**config.mk**
```make
export PLATFORM = sky130hd
export DESIGN_NAME = ppu_fetch_tracker
export DESIGN_NICKNAME = d
export VERILOG_FILES = /design/src/rtl/ppu_fetch_tracker_pkg.sv /design/src/rtl/ppu_edge_sync.sv /design/src/rtl/ppu_fetch_tracker.sv
export SDC_FILE = /design/constraint.sdc
export NUM_CORES = 1
export LEC_CHECK = 0
export ABC_AREA = 0
export ABC_CLOCK_PERIOD_IN_PS = 1700
export CORE_MARGIN = 3
export CORE_UTILIZATION = 49
export DETAILED_ROUTE_END_ITERATION = 10
export PLACE_DENSITY = 0.81
export SKIP_LAST_GASP = 1
export SYNTH_ARGS = -nofsm -noshare
export SYNTH_HDL_FRONTEND = slang
export SYNTH_HIERARCHICAL = 1
export SYNTH_SLANG_ARGS = --single-unit
```
**constraint.sdc**
```tcl
create_clock -name clk -period 1.7 [get_ports clk]
set_input_delay 0.34 -clock clk [delete_from_list [all_inputs] [get_ports clk]]
set_output_delay 0.34 -clock clk [all_outputs]
set_load 0.05 [all_outputs]
```
**src/rtl/ppu_fetch_tracker_pkg.sv**
```systemverilog
`default_nettype none
// ============================================================================
//  Module   : ppu_fetch_tracker_pkg
//  Purpose  : Shared mapper definitions for the PPU fetch tracker: access
//             kinds, scanline FSM states, bus layout constants and the
//             read-address classifier.
//  Ports    : none (package)
//  Revision : 1.0 - initial release
// ============================================================================
package ppu_fetch_tracker_pkg;

    typedef enum logic [2:0] {
        FK_NT = 3'd0,
        FK_AT = 3'd1,
        FK_PT = 3'd2,
        FK_WR = 3'd3
    } PpuFetchKind;

    typedef enum logic [1:0] {
        ST_IDLE = 2'd0,
        ST_RUN  = 2'd1,
        ST_DUP1 = 2'd2,
        ST_DUP2 = 2'd3
    } ScanState;

    // Attribute-table entries live at $23C0-$23FF (and mirrors): A[9:6] all ones.
    localparam logic [3:0] AT_MASK = 4'hF;

    localparam int unsigned PPU_AW = 14;
    // Synchronized bus layout: {addr[13:0], oe_n, we_n}
    localparam int unsigned BUS_W  = PPU_AW + 2;
    localparam logic [BUS_W-1:0] BUS_IDLE = {{PPU_AW{1'b0}}, 2'b11};

    function automatic PpuFetchKind classify_read(input logic [PPU_AW-1:0] addr);
        PpuFetchKind kind;
        if (!addr[13]) begin
            kind = FK_PT;
        end else if (addr[9:6] == AT_MASK) begin
            kind = FK_AT;
        end else begin
            kind = FK_NT;
        end
        return kind;
    endfunction

endpackage
`default_nettype wire

```
**src/rtl/ppu_edge_sync.sv**
```systemverilog
`default_nettype none
// ============================================================================
//  Module   : ppu_edge_sync
//  Purpose  : N-stage synchronizer for a parallel bus plus one extra history
//             flop, so the consumer can compare consecutive synchronized
//             samples (s_prev, s_cur) for edge detection.
//  Ports    : clk, rst_n       - clock, async active-low reset
//             d_i     [WIDTH]  - raw asynchronous bus
//             s_cur_o [WIDTH]  - newest synchronized sample
//             s_prev_o[PREV_W] - previous sample, low PREV_W bits only
//             valid_o          - chain (incl. history flop) refilled since reset
//  Revision : 1.0 - initial release
// ============================================================================
module ppu_edge_sync #(
    parameter int unsigned      WIDTH   = 16,
    parameter int unsigned      STAGES  = 2,
    parameter int unsigned      PREV_W  = WIDTH,
    parameter logic [WIDTH-1:0] RST_VAL = '0
) (
    input  logic              clk,
    input  logic              rst_n,
    input  logic [WIDTH-1:0]  d_i,
    output logic [WIDTH-1:0]  s_cur_o,
    output logic [PREV_W-1:0] s_prev_o,
    output logic              valid_o
);

    // After reset the chain holds idle values while the pins may not; the
    // first STAGES+1 clocks shift real pin data in and must not be judged.
    localparam int unsigned FILL   = STAGES + 1;
    localparam int unsigned FILL_W = $clog2(FILL + 1);
    localparam logic [FILL_W-1:0] FILL_DONE = FILL_W'(FILL);

    logic [PREV_W-1:0] prev_q;
    logic [FILL_W-1:0] fill_q;

    genvar gi;
    generate
        for (gi = 0; gi < STAGES; gi++) begin : g_stage
            logic [WIDTH-1:0] q;
            if (gi == 0) begin : g_first
                always_ff @(posedge clk or negedge rst_n) begin
                    if (!rst_n) q <= RST_VAL;
                    else        q <= d_i;
                end
            end else begin : g_next
                always_ff @(posedge clk or negedge rst_n) begin
                    if (!rst_n) q <= RST_VAL;
                    else        q <= g_stage[gi-1].q;
                end
            end
        end
    endgenerate

    assign s_cur_o = g_stage[STAGES-1].q;

    // Only the low bits are kept in history; the consumer needs the strobes,
    // not the previous address.
    always_ff @(posedge clk or negedge rst_n) begin
        if (!rst_n) begin
            prev_q <= RST_VAL[PREV_W-1:0];
            fill_q <= '0;
        end else begin
            prev_q <= s_cur_o[PREV_W-1:0];
            if (fill_q != FILL_DONE) fill_q <= fill_q + 1'b1;
        end
    end

    assign s_prev_o = prev_q;
    assign valid_o  = (fill_q == FILL_DONE);

endmodule
`default_nettype wire

```
**src/rtl/ppu_fetch_tracker.sv**
```systemverilog
`default_nettype none
// ============================================================================
//  Module   : ppu_fetch_tracker
//  Purpose  : PPU-bus observer for latch-style CHR mappers. Synchronizes the
//             PPU strobes/address, emits one registered event per access
//             (NT/AT/PT read or write) and tracks rendering state (in-frame
//             flag, scanline counter from the triple dummy NT fetch).
//  Ports    : clk, rst_n            - mapper clock, async active-low reset
//             ppu_addr_i[13:0]      - raw PPU address
//             ppu_oe_i, ppu_we_i    - raw /RD, /WR (active low)
//             fetch_stb_o           - one-clock pulse per access
//             fetch_kind_o[2:0]     - PpuFetchKind, held until next strobe
//             fetch_addr_o[13:0]    - access address, held until next strobe
//             line_stb_o            - one-clock pulse at scanline end
//             line_cnt_o[7:0]       - scanlines since frame start
//             in_frame_o            - rendering reads observed
//  Revision : 1.0 - initial release
// ============================================================================
module ppu_fetch_tracker
    import ppu_fetch_tracker_pkg::*;
#(
    parameter int unsigned SYNC_STAGES = 2,
    parameter int unsigned IDLE_CYC    = 255
) (
    input  logic        clk,
    input  logic        rst_n,
    input  logic [13:0] ppu_addr_i,
    input  logic        ppu_oe_i,
    input  logic        ppu_we_i,
    output logic        fetch_stb_o,
    output logic [2:0]  fetch_kind_o,
    output logic [13:0] fetch_addr_o,
    output logic        line_stb_o,
    output logic [7:0]  line_cnt_o,
    output logic        in_frame_o
);

    localparam logic [7:0] IDLE_LIM = 8'(IDLE_CYC);

    logic [BUS_W-1:0]  w_cur;
    logic [1:0]        w_prev;
    logic              w_sync_valid;
    logic [PPU_AW-1:0] w_cur_addr;
    logic              w_rd_edge;
    logic              w_wr_edge;
    logic              w_nt_evt;
    logic              w_same;
    logic              w_timeout;
    PpuFetchKind       w_rd_kind;

    logic              fetch_stb_q, fetch_stb_d;
    PpuFetchKind       kind_q, kind_d;
    logic [PPU_AW-1:0] addr_q, addr_d;
    logic [7:0]        idle_cnt_q, idle_cnt_d;
    ScanState          state_q, state_d;
    logic [PPU_AW-1:0] last_nt_q, last_nt_d;
    logic              line_stb_q, line_stb_d;
    logic [7:0]        line_cnt_q, line_cnt_d;
    logic              in_frame_q, in_frame_d;

    ppu_edge_sync #(
        .WIDTH   (BUS_W),
        .STAGES  (SYNC_STAGES),
        .PREV_W  (2),
        .RST_VAL (BUS_IDLE)
    ) u_sync (
        .clk      (clk),
        .rst_n    (rst_n),
        .d_i      ({ppu_addr_i, ppu_oe_i, ppu_we_i}),
        .s_cur_o  (w_cur),
        .s_prev_o (w_prev),
        .valid_o  (w_sync_valid)
    );

    assign w_cur_addr = w_cur[BUS_W-1:2];
    assign w_rd_edge  = w_sync_valid & w_prev[1] & ~w_cur[1];
    // A write edge coinciding with a read edge is dropped: the read wins.
    assign w_wr_edge  = w_sync_valid & w_prev[0] & ~w_cur[0] & ~w_rd_edge;
    assign w_rd_kind  = classify_read(w_cur_addr);
    assign w_nt_evt   = w_rd_edge & (w_rd_kind == FK_NT);
    assign w_same     = (w_cur_addr == last_nt_q);
    assign w_timeout  = (idle_cnt_q >= IDLE_LIM);

    // Event register and idle counter
    always_comb begin
        fetch_stb_d = w_rd_edge | w_wr_edge;
        kind_d      = kind_q;
        addr_d      = addr_q;
        if (w_rd_edge) begin
            kind_d = w_rd_kind;
            addr_d = w_cur_addr;
        end else if (w_wr_edge) begin
            kind_d = FK_WR;
            addr_d = w_cur_addr;
        end

        if (w_rd_edge)                idle_cnt_d = '0;
        else if (idle_cnt_q != 8'hFF) idle_cnt_d = idle_cnt_q + 8'd1;
        else                          idle_cnt_d = idle_cnt_q;
    end

    // Scanline FSM: the PPU ends each line with three identical NT fetches.
    always_comb begin
        state_d    = state_q;
        last_nt_d  = last_nt_q;
        line_stb_d = 1'b0;
        line_cnt_d = line_cnt_q;
        in_frame_d = in_frame_q;
        if (w_nt_evt) begin
            last_nt_d = w_cur_addr;
            case (state_q)
                ST_IDLE: begin
                    state_d    = ST_RUN;
                    in_frame_d = 1'b1;
                    line_cnt_d = '0;
                end
                ST_RUN:  if (w_same) state_d = ST_DUP1;
                ST_DUP1: begin
                    if (w_same) begin
                        state_d    = ST_DUP2;
                        line_stb_d = 1'b1;
                        line_cnt_d = line_cnt_q + 8'd1;
                    end else begin
                        state_d = ST_RUN;
                    end
                end
                ST_DUP2: state_d = ST_RUN;
                default: state_d = ST_IDLE;
            endcase
        end else if (w_timeout && !w_rd_edge) begin
            state_d    = ST_IDLE;
            in_frame_d = 1'b0;
        end
    end

    always_ff @(posedge clk or negedge rst_n) begin
        if (!rst_n) begin
            fetch_stb_q <= 1'b0;
            kind_q      <= FK_NT;
            addr_q      <= '0;
            idle_cnt_q  <= '0;
            state_q     <= ST_IDLE;
            last_nt_q   <= '0;
            line_stb_q  <= 1'b0;
            line_cnt_q  <= '0;
            in_frame_q  <= 1'b0;
        end else begin
            fetch_stb_q <= fetch_stb_d;
            kind_q      <= kind_d;
            addr_q      <= addr_d;
            idle_cnt_q  <= idle_cnt_d;
            state_q     <= state_d;
            last_nt_q   <= last_nt_d;
            line_stb_q  <= line_stb_d;
            line_cnt_q  <= line_cnt_d;
            in_frame_q  <= in_frame_d;
        end
    end

    assign fetch_stb_o  = fetch_stb_q;
    assign fetch_kind_o = kind_q;
    assign fetch_addr_o = addr_q;
    assign line_stb_o   = line_stb_q;
    assign line_cnt_o   = line_cnt_q;
    assign in_frame_o   = in_frame_q;

endmodule
`default_nettype wire
```
==> results of run 1 <==
timing repair:
item / 4_1_cts / 5_1_grt
gates resized for setup: 1 / 7
buffers inserted: 2 / 4
endpoints found under the hold margin: 28 / 0
pin swaps: 2 / 5
setup endpoints to repair: 4 / 11
cloned: 0 / 0
hold buffers: 1 / 0
flip-flops by register name, summed over array words and instances (netlist names):
signal            cells
line_stb_o            1
fetch_addr_o         14
line_cnt_o            8
fetch_stb_o           1
idle_cnt_q            8
u_sync/s_cur_o       16
last_nt_q            14
u_sync/s_prev_o       2
u_sync/fill_q         2
u_sync/g_stage.q     16
state_q               2
in_frame_o            1
fetch_kind_o          2
cells in the final DEF (no fill, tap or decap), drive strengths merged, types with 2 or more instances in the layout:
cell and n:
clkdlybuf4s50 16, mux2 15, mux2i 2, buf 52, o22a 2, o22ai 2, dfstp 6, and3 4
a41o 2, nor3 3, nor2 15, or2 3, or3 2, a21o 2, a31o 4, a21oi 5
inv 8, nand3 10, dfrtp 81, nand4 4, ha 4, xnor2 17, xor2 3, o21ai 4
clkbuf 9, nand2 52, nor4 2
area by class of cell:
cell class                      instances  share of cell area
Timing Repair Buffer                   69               0.146
Multi-Input combinational cell        172               0.271
Clock buffer                            9              0.0289
Tap cell                               77              0.0224
Sequential cell                        87               0.509
Clock inverter                          7              0.0201
Inverter                                3             0.00262
where the power goes:
group          internal [mW]  total [mW]  leakage, nW  switching [mW]
logic                  0.322       0.753        0.816           0.432
registers               2.26        2.39         1.04           0.128
clock network          0.717        1.49        0.110           0.778
routing by layer:
metal / track usage / vias to the layer above / wire, um / share of wire
met5: 0 / - / 0 / 0
met4: 0.0568 / 0 / 53 / 0.0085
met3: 0.0590 / 5 / 293 / 0.047
met2: 0.296 / 48 / 3200 / 0.51
met1: 0.225 / 1098 / 2720 / 0.43
li1: - / 1067 / - / -
worst max-delay path, cell delays in order, from the launching register on:
cell and delay, ps:
dfrtp_1 420, xnor2_1 140, nand4_1 190, nor4_4 350
buf_12 180, a21oi_1 70, a211o_1 260
metrics by stage:
stage | util | total power [mW] | hold WS (ps) | setup TNS [ps] | area, um^2
after floorplan | - | 2.88 | 44.4 | -17.8 | 3400
after global placement | 0.616 | 3.13 | 327 | -15.1 | 4000
after detailed placement | 0.616 | 3.16 | 335 | -41.4 | 4000
after CTS | 0.652 | 4.66 | 357 | -72.0 | 4240
after global routing | 0.661 | 4.88 | 355 | -630 | 4290
final | 0.661 | 4.64 | 349 | -13.6 | 4290
cell families after synthesis:
logic type / share of synthesized area
xor gates and xnor gates: 0.0519
and+or+nand+nor: 0.144
other: 0.00111
buffers and inverters: 0.0189
AOI/OAI and AO/OA: 0.0649
DFF: 0.647
adders and majority gates: 0.0148
muxes: 0.0571
path summary, 6_finish.rpt:
kind | from | end | slack, ps | depth (start not counted)
worst min-delay path | u_sync/g_stage[0].q[2] | u_sync/s_cur_o[2] | 350 | 0
min in group asynchronous | rst_n | fetch_addr_o[6] | 480 | 2
max in group asynchronous | rst_n | line_stb_o | 670 | 3
worst max-delay path | u_sync/s_cur_o[5] | line_cnt_o[6] | -10 | 6
worst min register to register | u_sync/g_stage[0].q[2] | u_sync/s_cur_o[2] | 350 | 0
worst max register to register | u_sync/s_cur_o[5] | line_cnt_o[6] | -10 | 6
==> results by group, run 1 <==
Outcome
  – Status: finished, violations left
  – Failing checks: negative setup slack

Timing
  – Unrepaired setup endpoints after global routing: yes
  – Layout Skew: approximately 11 ps
  – Final Cycle Share: 1.01
  – Min Tclk post-route: roughly 1700 ps
  – Setup violators final: 1
  – Max Clock Freq: 584 MHz
  – Final Max Tran Viols: 0
  – Final worst slack: -13.6 ps
  – Fin. Hold Viols: 0

Synthesis
  – Synthesized net count: approximately 300
  – Syn_area_per_cell: 12.4 um^2
  – Post-synth top area share: 0.601
  – Post-synth ARST share: 1.00
  – Cells after Synth: approximately 270
  – Yosys reg bits: 87
  – Top cells by area, synth: dfrtp_1 60%, nand2_1 5.8%, dfstp_2 4.7%
  – YS warnings: 6
  – Yosys top cell by area: dfrtp_1
  – Synth Flop Type: dfrtp_1
  – Mapped cell area: between 3000 and 4000 um^2
  – Post-synth EDFFs: 0
  – Most common cell in the netlist: dfrtp_1
  – Distinct cells, synth: 50
  – Register area share after synthesis: 0.647
  – Synth cell count leaders: 81 x dfrtp_1, 52 x nand2_1, 17 x xnor2_1

Worst setup path
  – CP Class: flip-flop to flip-flop
  – Nature of the critical path startpoint: flip-flop
  – Crit-path max FO: 16
  – WP data arrival: around 2000 ps
  – Crit path required time: 1960 ps
  – CP Capture Type: flip-flop

Placement
  – Routability Congestion: 0.785
  – Placed Cells incl. Taps: about 400
  – Hpwl dp: 4270 um
  – Port bufs: 44
  – DP Worst Slack: -30.7 ps

CTS
  – TritonCTS clock tree: yes
  – H-tree depth: 3
  – Inserted Clock Buffers: 9
  – Clk slew on worst S/H paths: 90 ps
  – CTS Sinks: slightly below 90
  – Clk root buf: clkbuf_8
  – Clock Latency Late Sink: 360 ps
  – Max Buffers Root-to-Sink: 2

Finish
  – Final Non-Filler Cells: 424
  – Area of the multi-input gates: between 1000 and 1500 um^2
  – Seq. cell area: 2180 um^2
  – Nets: 364
  – ANT cells: 0
  – Fillers: ~470
  – Share of cells above drive strength 1: 0.308
  – Area Overhead vs Synth: 27.2%

GRT
  – First-pass GRT wire length: between 10000 and 15000 um
  – Overall routing resource usage: 0.179
  – Via count of the first global-routing pass: 2285
  – Initial antenna violation count: 0
  – Largest net degree at the start of global routing: 38
  – Grt total ovfl: 0

Pwr
  – Pleak: 1.96 nW
  – Max VDD drop: around 0.62 mV
  – Power density cells: 1080 nW/um^2

Floorplan
  – Initial core utilization: 0.520
  – Top Ports: 46
  – Overall die height: a little under 90 um
  – Die area: just under 8000 um^2
  – Core Footprint: around 6500 um^2
  – FP Rows: 29
  – Chip width: 89.0 um

Routing
  – DR pass1 iterations: 4
  – Post-Route WL: 6260 um
  – DRC violations left: 0
  – Vias post-DR: approximately 2200
  – Post-route ant nets: 0
  – 1st-iter DRT viols: 110
  – Drt via density: between 5 and 6
  – DR WL/cell: between 10 and 15 um

Worst hold path
  – Worst Hold Class: flip-flop to flip-flop

Flow run
  – Max-Cap Viols: 0
Note: power is estimated with default switching activity, not from simulation.
==> run 2, diff against run 1 <==
--- a/config.mk
+++ b/config.mk
@@ -7,6 +7,7 @@
 export LEC_CHECK = 0
 export ABC_AREA = 0
 export ABC_CLOCK_PERIOD_IN_PS = 1700
+export CAP_MARGIN = 20
 export CORE_MARGIN = 3
 export CORE_UTILIZATION = 49
 export DETAILED_ROUTE_END_ITERATION = 10
==> results of run 2 <==
The final DEF is identical to that of run 1; final timing and power are the same.
==> run 3, diff against run 2 <==
--- a/config.mk
+++ b/config.mk
@@ -5,7 +5,6 @@
 export SDC_FILE = /design/constraint.sdc
 export NUM_CORES = 1
 export LEC_CHECK = 0
-export ABC_AREA = 0
 export ABC_CLOCK_PERIOD_IN_PS = 1700
 export CAP_MARGIN = 20
 export CORE_MARGIN = 3
==> results of run 3 <==
The final DEF is identical to that of run 1; final timing and power are the same.
